## src/rtl/vend_ctrl.sv

```systemverilog
`default_nettype none
// ============================================================================
//  Module      : vend_ctrl
//  Description : Sequencing controller for the vending machine datapath.
//                Accumulates coin credit, vends on request once the credit
//                covers PRICE, then pays change one coin per cycle, always
//                returning the largest coin that fits first.
//  Optional    : `define VEND_CANCEL_EN adds a `cancel` input that refunds the
//                full credit through the change sequence (no dispense).
//  Ports       :
//    clk          in   system clock, rising edge
//    rst_n        in   asynchronous active-low reset
//    coin_valid   in   one-cycle strobe, coin presented on coin_type
//    coin_type    in   00 nickel, 01 dime, 10 quarter, 11 invalid
//    sel          in   vend request (level or pulse)
//    cancel       in   refund request (only with VEND_CANCEL_EN)
//    credit       out  current credit in cents
//    dispense     out  one-cycle dispense strobe
//    change_valid out  a change coin is emitted this cycle
//    change_coin  out  code of the emitted change coin
//    coin_reject  out  one-cycle strobe, last presented coin is returned
//    busy         out  high while dispensing or paying change
//  Revision    : 1.0  initial release
// ============================================================================
module vend_ctrl #(
    parameter int PRICE      = 75,
    parameter int MAX_CREDIT = 200,
    parameter int CREDIT_W   = 8
) (
    input  logic                clk,
    input  logic                rst_n,
    input  logic                coin_valid,
    input  logic [1:0]          coin_type,
    input  logic                sel,
`ifdef VEND_CANCEL_EN
    input  logic                cancel,
`endif
    output logic [CREDIT_W-1:0] credit,
    output logic                dispense,
    output logic                change_valid,
    output logic [1:0]          change_coin,
    output logic                coin_reject,
    output logic                busy
);

    // ------------------------------------------------------------------
    // Constants
    // ------------------------------------------------------------------
    localparam logic [1:0] c_NICKEL  = 2'b00;
    localparam logic [1:0] c_DIME    = 2'b01;
    localparam logic [1:0] c_QUARTER = 2'b10;
    localparam logic [1:0] c_INVALID = 2'b11;

    localparam logic [CREDIT_W-1:0] c_PRICE   = CREDIT_W'(PRICE);
    localparam logic [CREDIT_W:0]   c_MAX     = (CREDIT_W+1)'(MAX_CREDIT);
    localparam logic [CREDIT_W-1:0] c_CENTS_N = CREDIT_W'(5);
    localparam logic [CREDIT_W-1:0] c_CENTS_D = CREDIT_W'(10);
    localparam logic [CREDIT_W-1:0] c_CENTS_Q = CREDIT_W'(25);

    typedef enum logic [1:0] {
        S_IDLE     = 2'd0,
        S_COLLECT  = 2'd1,
        S_DISPENSE = 2'd2,
        S_CHANGE   = 2'd3
    } state_t;

    // ------------------------------------------------------------------
    // Helpers
    // ------------------------------------------------------------------
    // Value of a coin code in cents; the invalid code is worth nothing.
    function automatic logic [CREDIT_W-1:0] coin_cents(input logic [1:0] code);
        logic [CREDIT_W-1:0] cents;
        case (code)
            c_NICKEL:  cents = c_CENTS_N;
            c_DIME:    cents = c_CENTS_D;
            c_QUARTER: cents = c_CENTS_Q;
            default:   cents = '0;
        endcase
        return cents;
    endfunction

    // Largest coin not exceeding the amount still owed.
    function automatic logic [1:0] pick_coin(input logic [CREDIT_W-1:0] amt);
        logic [1:0] code;
        if (amt >= c_CENTS_Q) begin
            code = c_QUARTER;
        end else if (amt >= c_CENTS_D) begin
            code = c_DIME;
        end else begin
            code = c_NICKEL;
        end
        return code;
    endfunction

    // ------------------------------------------------------------------
    // Registers
    // ------------------------------------------------------------------
    state_t              r_state;
    logic [CREDIT_W-1:0] r_credit;
    logic                r_dispense;
    logic                r_change_valid;
    logic [1:0]          r_change_coin;
    logic                r_coin_reject;
    logic                r_busy;

    // ------------------------------------------------------------------
    // Combinational helpers
    // ------------------------------------------------------------------
    logic                w_coin_good;
    logic [CREDIT_W-1:0] w_coin_cents;
    logic [CREDIT_W:0]   w_sum;
    logic                w_fits;
    logic                w_vend;
    logic                w_cancel;
    logic [CREDIT_W-1:0] w_remain;
    logic [CREDIT_W-1:0] w_chg_left;

    assign w_coin_good  = (coin_type != c_INVALID);
    assign w_coin_cents = coin_cents(coin_type);
    // One extra bit so the overflow guard sees the true sum.
    assign w_sum        = {1'b0, r_credit} + {1'b0, w_coin_cents};
    assign w_fits       = (w_sum <= c_MAX);
    assign w_vend       = sel && (r_credit >= c_PRICE);
    assign w_remain     = r_credit - c_PRICE;
    // r_change_coin holds the coin being paid out this cycle.
    assign w_chg_left   = r_credit - coin_cents(r_change_coin);

`ifdef VEND_CANCEL_EN
    assign w_cancel = cancel && (r_credit != '0);
`else
    assign w_cancel = 1'b0;
`endif

    // ------------------------------------------------------------------
    // Controller. Outputs are registered and are loaded on the edge that
    // enters the state they belong to, so they line up with r_state.
    // ------------------------------------------------------------------
    always_ff @(posedge clk or negedge rst_n) begin
        if (!rst_n) begin
            r_state        <= S_IDLE;
            r_credit       <= '0;
            r_dispense     <= 1'b0;
            r_change_valid <= 1'b0;
            r_change_coin  <= c_NICKEL;
            r_coin_reject  <= 1'b0;
            r_busy         <= 1'b0;
        end else begin
            // Pulse outputs fall back to zero unless re-armed below.
            r_dispense     <= 1'b0;
            r_change_valid <= 1'b0;
            r_change_coin  <= c_NICKEL;
            r_coin_reject  <= 1'b0;

            case (r_state)
                S_IDLE: begin
                    r_busy <= 1'b0;
                    if (coin_valid) begin
                        if (w_coin_good) begin
                            r_credit <= w_coin_cents;
                            r_state  <= S_COLLECT;
                        end else begin
                            r_coin_reject <= 1'b1;
                        end
                    end
                end

                S_COLLECT: begin
                    if (w_cancel) begin
                        // Refund: pay the whole credit back as change.
                        r_state        <= S_CHANGE;
                        r_busy         <= 1'b1;
                        r_change_valid <= 1'b1;
                        r_change_coin  <= pick_coin(r_credit);
                        r_coin_reject  <= coin_valid;
                    end else if (w_vend) begin
                        // A coin arriving with the vend is not credited;
                        // the vend uses the credit already held.
                        r_state       <= S_DISPENSE;
                        r_busy        <= 1'b1;
                        r_dispense    <= 1'b1;
                        r_coin_reject <= coin_valid;
                    end else if (coin_valid) begin
                        if (w_coin_good && w_fits) begin
                            r_credit <= w_sum[CREDIT_W-1:0];
                        end else begin
                            r_coin_reject <= 1'b1;
                        end
                    end
                end

                S_DISPENSE: begin
                    r_credit      <= w_remain;
                    r_coin_reject <= coin_valid;
                    if (w_remain != '0) begin
                        r_state        <= S_CHANGE;
                        r_change_valid <= 1'b1;
                        r_change_coin  <= pick_coin(w_remain);
                    end else begin
                        r_state <= S_IDLE;
                        r_busy  <= 1'b0;
                    end
                end

                S_CHANGE: begin
                    r_credit      <= w_chg_left;
                    r_coin_reject <= coin_valid;
                    if (w_chg_left != '0) begin
                        r_change_valid <= 1'b1;
                        r_change_coin  <= pick_coin(w_chg_left);
                    end else begin
                        r_state <= S_IDLE;
                        r_busy  <= 1'b0;
                    end
                end

                default: begin
                    r_state  <= S_IDLE;
                    r_credit <= '0;
                    r_busy   <= 1'b0;
                end
            endcase
        end
    end

    // ------------------------------------------------------------------
    // Outputs
    // ------------------------------------------------------------------
    assign credit       = r_credit;
    assign dispense     = r_dispense;
    assign change_valid = r_change_valid;
    assign change_coin  = r_change_coin;
    assign coin_reject  = r_coin_reject;
    assign busy         = r_busy;

endmodule
`default_nettype wire
```

## config.mk

```make
export PLATFORM = sky130hd
export DESIGN_NAME = vend_ctrl
export DESIGN_NICKNAME = d
export VERILOG_FILES = /design/src/rtl/vend_ctrl.sv
export SDC_FILE = /design/constraint.sdc
export NUM_CORES = 1
export LEC_CHECK = 0
export ABC_AREA = 1
export CORE_MARGIN = 2
export CORE_UTILIZATION = 45
export DETAILED_ROUTE_END_ITERATION = 10
export MAX_ROUTING_LAYER = met4
export PLACE_DENSITY = 0.62
export SETUP_SLACK_MARGIN = 0.2
export SYNTH_ARGS = -nofsm -noshare
export SYNTH_HDL_FRONTEND = slang
export SYNTH_SLANG_ARGS = --single-unit
```

## constraint.sdc

```tcl
create_clock -name clk -period 4.16 [get_ports clk]
set_input_delay 0.832 -clock clk [delete_from_list [all_inputs] [get_ports clk]]
set_output_delay 0.832 -clock clk [all_outputs]
set_load 0.01 [all_outputs]
```

## Word level (Yosys, flattened, before mapping)

Cells that the tools add are included.

| operators by class | value |
|---|---|
| $add $sub $neg | 3 |
| magnitude comparators | 6 |
| eq/ne operators | 16 |
| mux-type cells | 36 |
| reduce and logical (&&, ||, !) cells | 11 |

Operator list:

| operator | number |
|---|---|
| 8-bit 2-to-1 mux | 5 |
| 8-bit one-hot mux with 4 select lines | 1 |
| 5-bit one-hot mux with 3 select lines | 2 |
| 2-bit 2-to-1 mux | 9 |
| 2-bit inequality test (second input constant) | 9 |
| 8-bit by 4-bit >= comparator with 1-bit output (second input constant) | 2 |
| 8-bit by 5-bit >= comparator with 1-bit output (second input constant) | 2 |
| 8-bit nonzero test | 2 |
| 1-bit 2-to-1 mux | 14 |
| 8-bit by 8-bit adder with 9-bit output | 1 |
| 9-bit by 8-bit less-or-equal comparator with 1-bit output (second input constant) | 1 |
| 2-bit equality test (second input constant) | 4 |
| 8-bit by 7-bit >= comparator with 1-bit output (second input constant) | 1 |
| 2-bit one-hot mux with 4 select lines | 1 |
| 8-bit by 7-bit subtractor with 8-bit output (second input constant) | 1 |
| 8-bit subtractor | 1 |
| 2-bit by 1-bit equality test with 1-bit output (second input constant) | 3 |
| 2-bit zero test | 3 |
| 5-bit AND reduction | 1 |
| 1-bit one-hot mux with 4 select lines | 1 |
| 2-bit one-hot mux with 2 select lines | 1 |
| 4-bit AND reduction | 1 |
| 1-bit one-hot mux with 3 select lines | 1 |
| 3-bit AND reduction | 1 |
| other kinds (3) | 4 |

| word-level totals | value |
|---|---|
| register bits after elaboration | 16 |
| input port bits | 6 |
| output and inout port bits | 14 |
| logic and storage cells | 79 |

## Depth between registers and ports, before layout

Gate-level depths: netlist of run 1.

| depth | value |
|---|---|
| depth after elaboration | 9 |
| mapped depth | 18 |
| gate-level depth less buffers | 18 |

## Worst setup path before layout of run 1

Ideal clock, no wire load.

| timing path | value |
|---|---|
| path kind | input to register |
| start | input coin_type[0] |
| end | register r_credit[1] (netlist: credit[1]) |
| setup time | 118 ps |
| arrival | 2,437 ps |
| data required time | 4,042 ps |
| path slack | 1,605 ps |
| cell stages on the path | 15 |
| path buffers | 0 |
| cells stage by stage | inv_1 > ha_1 > ha_1 > nand2_1 > nand2_1 > nand2_2 > nand3_1 > nand3_1 > nand2_1 > nor2_1 > nand3_2 > nand2_4 > nand2_4 > nand2_1 > nand2_1 |

| on the way | value |
|---|---|
| word-level cells in the longest chain between the ends | 7 |
| elaborated cells between the ends (all ways) | 17 |
| classes of those cells | add/sub: 1; order compare: 1; eq/ne: 5; mux: 7; reduce/logical: 3 |

Ends and longest elaborated chain:

| what | RTL line | source |
|---|---|---|
| from (decl) | 33 | `input logic [1:0] coin_type,` |
| 2-bit equality test, or another cell as far along | 73 | `case (code)` |
| 5-bit one-hot mux with 3 select lines | 73 |  |
| 8-bit by 8-bit adder with 9-bit output | 121 | `assign w_sum = {1'b0, r_credit} + {1'b0, w_coin_cents};` |
| 9-bit by 8-bit less-or-equal comparator with 1-bit output or 8-bit 2-to-1 mux (tied branches) | 122, 183 |  |
| 1-bit logical AND or 8-bit 2-to-1 mux (tied branches) | 183, 182 |  |
| 2-bit inequality test (no line) or 8-bit 2-to-1 mux (tied branches) | - |  |
| 5-bit AND reduction (no line) or 8-bit one-hot mux with 4 select lines (tied branches) | - |  |
| to (signal assigned) | 184 | `r_credit <= w_sum[CREDIT_W-1:0];` |
| to (signal assigned) | 192 | `r_credit <= w_remain;` |
| to (signal assigned) | 205 | `r_credit <= w_chg_left;` |
| to (decl) | 99 | `logic [CREDIT_W-1:0] r_credit;` |

Several ways; a longest one is shown, not always the timed one. The select of a mux whose other input is x is not followed.
A chain may end at the register's enable or synchronous reset.

## Worst setup path in the final report of run 1

| timing path | value |
|---|---|
| start | input coin_type[0] |
| end | register r_credit[6] (netlist: credit[6]) |

Same word-level chain as after synthesis.

==> results of run 1 <==
cell usage after synthesis, drive strengths merged (2+ instances only):
cell | instances | area [sq um]
o211ai | 4 | 30.0
a21oi | 7 | 42.5
inv | 50 | 188
nor3 | 2 | 10.0
nand4 | 6 | 37.5
xnor2 | 2 | 17.5
xor2 | 4 | 35.0
fa | 2 | 40.0
o2111ai | 4 | 35.0
nor2 | 20 | 97.6
nand3 | 37 | 205
nand3b | 2 | 15.0
or2 | 2 | 12.5
o21ai | 5 | 25.0
nand2 | 108 | 443
ha | 22 | 275
dfrtp | 16 | 400
buf | 2 | 18.8
power groups by stage:
stage	logic, mW	clock network (mW)	registers [mW]
CTS	1.54	0.143	0.364
detailed placement	1.54	0	0.367
global route	1.77	0.150	0.374
floorplan	1.16	0	0.326
finish	1.55	0.138	0.361
global placement	1.53	0	0.366
stage by stage:
stage / utilization [%] / instance area [sq um] / hold slack, ns / instances / power [mW]
6_report: 52.9 / 2270 / 0.481 / 374 / 2.05
5_1_grt: 52.9 / 2270 / 0.528 / 374 / 2.30
4_1_cts: 52.9 / 2270 / 0.490 / 374 / 2.05
3_5_place_dp: 51.6 / 2210 / 0.471 / 370 / 1.90
3_3_place_gp: 51.6 / 2210 / 0.464 / 370 / 1.90
2_1_floorplan: - / 1980 / 0.505 / 301 / 1.49
layout make-up:
| cell class | count | area [sq um] |
|---|---|---|
| sequential | 16 | 400 |
| inverter | 50 | 188 |
| fill | 469 | 2020 |
| multi-input combinational | 233 | 1370 |
| tap | 52 | 65.1 |
| clock buffer | 4 | 55.1 |
| timing repair buffer | 19 | 190 |
cell families (layout without fill, tap and decap cells):
kind of cell    after synthesis  in the layout
compound gates               23             23
flops                        16             16
buf+inv                      52             73
fa+ha+maj                    24             24
xor+xnor                      6              6
simple gates                180            180
layer usage:
| metal | vias to the layer above | GRT usage [%] | wire (microns) |
|---|---|---|---|
| met3 | 4 | 3.32 | 234 |
| met2 | 41 | 36.0 | 2400 |
| li1 | 1003 | - | - |
| met5 | - | - | 0 |
| met1 | 872 | 29.6 | 2450 |
| met4 | 0 | 5.34 | 46 |
registers in the layout (all words and copies together), names as in the netlist:
| signal | flops |
|---|---|
| credit | 8 |
| change_valid | 1 |
| change_coin | 2 |
| dispense | 1 |
| r_state | 2 |
| busy | 1 |
| coin_reject | 1 |
path summary, 6_finish.rpt:
path / start / endpoint / depth (start not counted)
max: coin_type[0] / credit[6] / 16
min: busy / busy / 2
max reg2reg: credit[0] / r_state[0] / 14
min reg2reg: busy / busy / 2
max in group asynchronous: rst_n / r_state[0] / 1
min in group asynchronous: rst_n / change_coin[1] / 1
critical path, cell delays in order:
cell and delay (ns):
clkdlybuf4s50_1 0.51, inv_1 0.09, ha_1 0.32, ha_1 0.34, nand2_1 0.09, nand2_1 0.08
nand2_2 0.07, nand3_1 0.10, nand3_1 0.09, nand2_1 0.06, nor2_1 0.15, nand3_2 0.11
nand2_4 0.12, nand2_4 0.09, nand2_1 0.07, nand2_1 0.06
==> impl_metrics.env, run 1 <==
export IMPL_status="complete, no violations"
export IMPL_maxSlewViolCount=0
export IMPL_final_nets=353
export IMPL_rsz0062_at_grt="false"
export IMPL_cts_hold_buffers_added=0
export IMPL_cts_max_level=1
export IMPL_finalWorstSetupSlack_ns=1.10
export IMPL_core_sq_um=4290
export IMPL_setup_violations=0
export IMPL_synth_flop_cell="dfrtp_1"
export IMPL_slew_headroom_pct=49.1
export IMPL_antenna_found_initial=0
export IMPL_wire_per_inst_microns=13.7
export IMPL_yosys_area_share_simple_pct=42.9
export IMPL_layout_min_cycle_time_ns=3.06
export IMPL_synth_xor_area_share_pct=2.66
export IMPL_synth_async_reset_ratio_pct=100
export IMPL_switching_power_mw=1.15
export IMPL_p_leak_nw=1.22
export IMPL_hpwl_microns=4220
export IMPL_seq_area_frac_synth_pct=20.2
export IMPL_rows=24
export IMPL_period_share_pct=73.4
export IMPL_cts_resized=0
export IMPL_synth_cell_type_count=33
export IMPL_grt_pass1_vias=1808
export IMPL_routed_wl_microns=5130
export IMPL_p_per_area_nw_per_um2=902
export IMPL_worst_pin_slew_ns=0.761
export IMPL_die_h_microns=70.3
export IMPL_p_int_mw=0.902
export IMPL_place_gp_congestion=0.957
export IMPL_synthesis_area_sq_um=1980
export IMPL_finalSetupTns_ns=0
export IMPL_p_comb_share_pct=75.6
export IMPL_final_cell_mix="nand2_1 (97), inv_1 (45), nand3_1 (33)"
export IMPL_ir_drop_v=0.000363
export IMPL_firstDrtPassIters=5
export IMPL_grt_usage_pct=22.3
export IMPL_die_w_microns=70.3
export IMPL_drv_cap=0
export IMPL_pre_cts_ws_ns=0.863
export IMPL_muxShareOfSynthArea_pct=0
export IMPL_synth_avg_cell_area_sq_um=6.57
export IMPL_hold_path_class="reg2reg"
export IMPL_seqPwrFrac_pct=17.7
export IMPL_final_common_cell="nand2_1"
export IMPL_portBuffers=19
export IMPL_synth_top_family_by_area="simple AND/OR/NAND/NOR gates"
export IMPL_drc=0
export IMPL_yosysWarnings=0
export IMPL_cts_buffer_depth=2
export IMPL_fmax_mhz=327
export IMPL_diodes=0
export IMPL_cp_start_kind="input pin"
export IMPL_cts_sinks=16
export IMPL_synthCells=301
export IMPL_start_util_pct=46.1
export IMPL_clkPwrFrac_pct=6.7
export IMPL_cp_arrival_ns=3.19
export IMPL_clkLatencyLatePin_ns=0.25
export IMPL_drive_gt1_share_pct=10.2
export IMPL_clkSlewWorstSetupHoldPaths_ns=0.06
export IMPL_ctsRootBufferMaster="clkbuf_8"
export IMPL_synth_compound_area_share_pct=7.78
export IMPL_syn_num_nets=331
export IMPL_end_kind="register"
export IMPL_syn_to_final_growth_pct=14.7
export IMPL_vias=1920
export IMPL_swShare_pct=55.9
export IMPL_synth_edf_count=0
export IMPL_vias_per_cell=5.13
export IMPL_critical_path_class="in2reg"
export IMPL_yosys_register_bits=16
export IMPL_cp_data_required_time_ns=4.29
export IMPL_cts_setup_buffers=0
export IMPL_overflow=0
export IMPL_skew_ns=0.00733
export IMPL_cts_tree="done"
export IMPL_final_hold_viol_count=0
export IMPL_grt_max_degree=17
export IMPL_r2r_slack_ns=1.58
export IMPL_grt_pass1_wl_microns=8430
export IMPL_drt_initial_drc_count=193
export IMPL_io_pins=20
export IMPL_die_area_sq_um=4940
export IMPL_synthAdderAreaFrac_pct=15.9
export IMPL_drtAntennaViolNets=0
export IMPL_worstPathMaxFanout=9
export IMPL_cts_buffers=3
No activity file was read; power rests on OpenSTA's default activity.
==> inputs of run 2 (changes only) <==
--- a/config.mk
+++ b/config.mk
@@ -10,7 +10,7 @@
 export CORE_UTILIZATION = 45
 export DETAILED_ROUTE_END_ITERATION = 10
 export MAX_ROUTING_LAYER = met4
-export PLACE_DENSITY = 0.62
+export PLACE_DENSITY = 0.65
 export SETUP_SLACK_MARGIN = 0.2
 export SYNTH_ARGS = -nofsm -noshare
 export SYNTH_HDL_FRONTEND = slang
==> constraint.sdc (replaced) <==
create_clock -name clk -period 2.7 [get_ports clk]
set_input_delay 0.54 -clock clk [delete_from_list [all_inputs] [get_ports clk]]
set_output_delay 0.54 -clock clk [all_outputs]
set_load 0.01 [all_outputs]
==> run 2 against run 1 <==
  * Largest cell class unchanged
  * Clock skew shrank 0.0023 ns
  * Largest power group unchanged
  * Combinational power grew 74%
  * Non-clock buffer count grew 24
  * Setup slack lost 0.75 ns
  * Via count grew 4.6%
  * Sequential power grew 52%
  * Routed wire length grew 3.3%
==> impl_metrics.env, run 2 (synthesis results as in run 1) <==
export IMPL_status="complete, no violations"
export IMPL_start_util_pct=46.1
export IMPL_worst_pin_slew_ns=0.744
export IMPL_ir_drop_v=0.000658
export IMPL_critical_path_class="in2reg"
export IMPL_finalSetupTns_ns=0
export IMPL_cts_max_level=1
export IMPL_fin_util_pct=59.1
export IMPL_vias=2009
export IMPL_ctsRootBufferMaster="clkbuf_8"
export IMPL_regArea_sq_um=402
export IMPL_final_hold_viol_count=0
export IMPL_largest_reg_flops=8
export IMPL_clkSlewWorstSetupHoldPaths_ns=0.07
export IMPL_grt_pass1_vias=1873
export IMPL_p_int_mw=1.62
export IMPL_critPathBufInv=4
export IMPL_grt_max_degree=17
export IMPL_layout_min_cycle_time_ns=2.34
export IMPL_overflow=0
export IMPL_drtAntennaViolNets=0
export IMPL_wire_per_inst_microns=13.3
export IMPL_critPathTopFamily="simple AND/OR/NAND/NOR gates"
export IMPL_p_per_area_nw_per_um2=1360
export IMPL_final_cells=399
export IMPL_seqPwrFrac_pct=15.9
export IMPL_hold_path_class="reg2reg"
export IMPL_syn_to_final_growth_pct=28.2
export IMPL_maxSlewViolCount=0
export IMPL_diodes=0
export IMPL_drive_gt1_share_pct=20.5
export IMPL_final_common_cell="nand2_1"
export IMPL_fmax_mhz=427
export IMPL_antenna_found_initial=0
export IMPL_cp_data_required_time_ns=2.84
export IMPL_p_leak_nw=1.33
export IMPL_portBuffers=19
export IMPL_die_h_microns=70.3
export IMPL_cp_arrival_ns=2.48
export IMPL_cts_tree="done"
export IMPL_cts_sinks=16
export IMPL_clkPwrFrac_pct=6.2
export IMPL_grt_pass1_wl_microns=8700
export IMPL_rows=24
export IMPL_die_w_microns=70.3
export IMPL_nFillCells=435
export IMPL_cts_hold_buffers_added=0
export IMPL_max_stage_delay_ns=0.52
export IMPL_cts_buffers=3
export IMPL_io_pins=20
export IMPL_drt_initial_drc_count=96
export IMPL_vias_per_cell=5.04
export IMPL_clkLatencyLatePin_ns=0.25
export IMPL_cp_start_kind="input pin"
export IMPL_final_nets=378
export IMPL_die_area_sq_um=4940
export IMPL_switching_power_mw=1.84
export IMPL_multiInputGateArea_sq_um=1460
export IMPL_crit_chain="dlygate4sd2_1, inv_2, ha_4, inv_1, fa_2, inv_1, nor2_1, nand2_1, nand3_1, nand3_2, nand2_2, nand3_4, nand2_4, nand2_4, nand2_1, nand2_1"
export IMPL_hpwl_microns=4310
export IMPL_slowest_stage="fa_2"
export IMPL_path_common_cell="nand2_1"
export IMPL_routed_wl_microns=5300
export IMPL_slew_headroom_pct=50.3
export IMPL_cts_buffer_depth=2
export IMPL_core_sq_um=4290
export IMPL_place_gp_congestion=0.992
export IMPL_end_kind="register"
export IMPL_firstDrtPassIters=4
export IMPL_final_cell_mix="nand2_1 (97), inv_1 (43), nand3_1 (33)"
export IMPL_drv_cap=0
export IMPL_setup_violations=0
export IMPL_skew_ns=0.00506
export IMPL_rsz0062_at_grt="false"
export IMPL_period_share_pct=86.8
export IMPL_dp_cells=392
export IMPL_grt_usage_pct=22.8
export IMPL_worstPathMaxFanout=8
export IMPL_p_comb_share_pct=77.9
export IMPL_whs_ns=0.481
export IMPL_drc=0
export IMPL_swShare_pct=53.2
-- run 2: layer usage --
metal | global-route usage (%) | part of all wire, % | vias up | wire length, microns
met3 | 3.03 | 3.4 | 2 | 181
met1 | 30.0 | 48 | 906 | 2520
met4 | 2.35 | 0.57 | 0 | 30
li1 | - | - | 1061 | -
met2 | 38.7 | 48 | 40 | 2560
met5 | - | 0 | - | 0
-- run 2: power groups by stage --
stage          registers (mW)  clock network, mW  logic, mW
6_report                0.550              0.214       2.69
5_1_grt                 0.563              0.231       3.02
4_1_cts                 0.547              0.217       2.65
3_5_place_dp            0.542                  0       2.59
3_3_place_gp            0.538                  0       2.57
2_1_floorplan           0.502                  0       1.79
-- run 2: layout make-up --
type	instances	share of cell area, %
clock buffer	4	2.17
inverter	50	7.40
multi-input combinational	234	57.7
sequential	16	15.8
tap	52	2.57
timing repair buffer	43	14.4
-- run 2: worst paths after layout --
| kind | start | endpoint | slack [ns] | cells after the start |
|---|---|---|---|---|
| setup / recovery | coin_type[1] | credit[1] | 0.36 | 16 |
| hold / removal | busy | busy | 0.48 | 2 |
| setup reg to reg | change_coin[0] | r_state[0] | 0.45 | 15 |
| hold reg to reg | busy | busy | 0.48 | 2 |
| max in group asynchronous | rst_n | credit[0] | 1.46 | 1 |
| min in group asynchronous | rst_n | change_coin[0] | 0.73 | 1 |
-- run 2: stage by stage --
stage | setup WS (ns) | total power [mW] | area [sq um]
5_1_grt | 0.222 | 3.82 | 2540
6_report | 0.356 | 3.46 | 2540
2_1_floorplan | 0.437 | 2.29 | 1980
3_5_place_dp | -0.300 | 3.13 | 2380
4_1_cts | 0.216 | 3.41 | 2530
3_3_place_gp | -0.227 | 3.10 | 2380
-- run 2: worst reg2reg max path: stages, from the launching register on --
cell and delay (ns):
dfrtp_1 0.40, inv_1 0.11, ha_1 0.15, inv_1 0.05, ha_1 0.34, a21oi_2 0.19
nor2b_2 0.17, nand2_1 0.06, nand2_1 0.06, nand2_2 0.08, nor2_4 0.13, nand3_1 0.10
nand2_2 0.12, nand3_1 0.08, nand2_1 0.06, nand2_1 0.05
-- run 2: what timing repair did --
item,in CTS,in global routing
endpoints found under the hold margin,0,0
pin swaps,5,0
resized for setup,13,5
buffers inserted,2,0
cloned,1,0
setup endpoints to repair,9,13
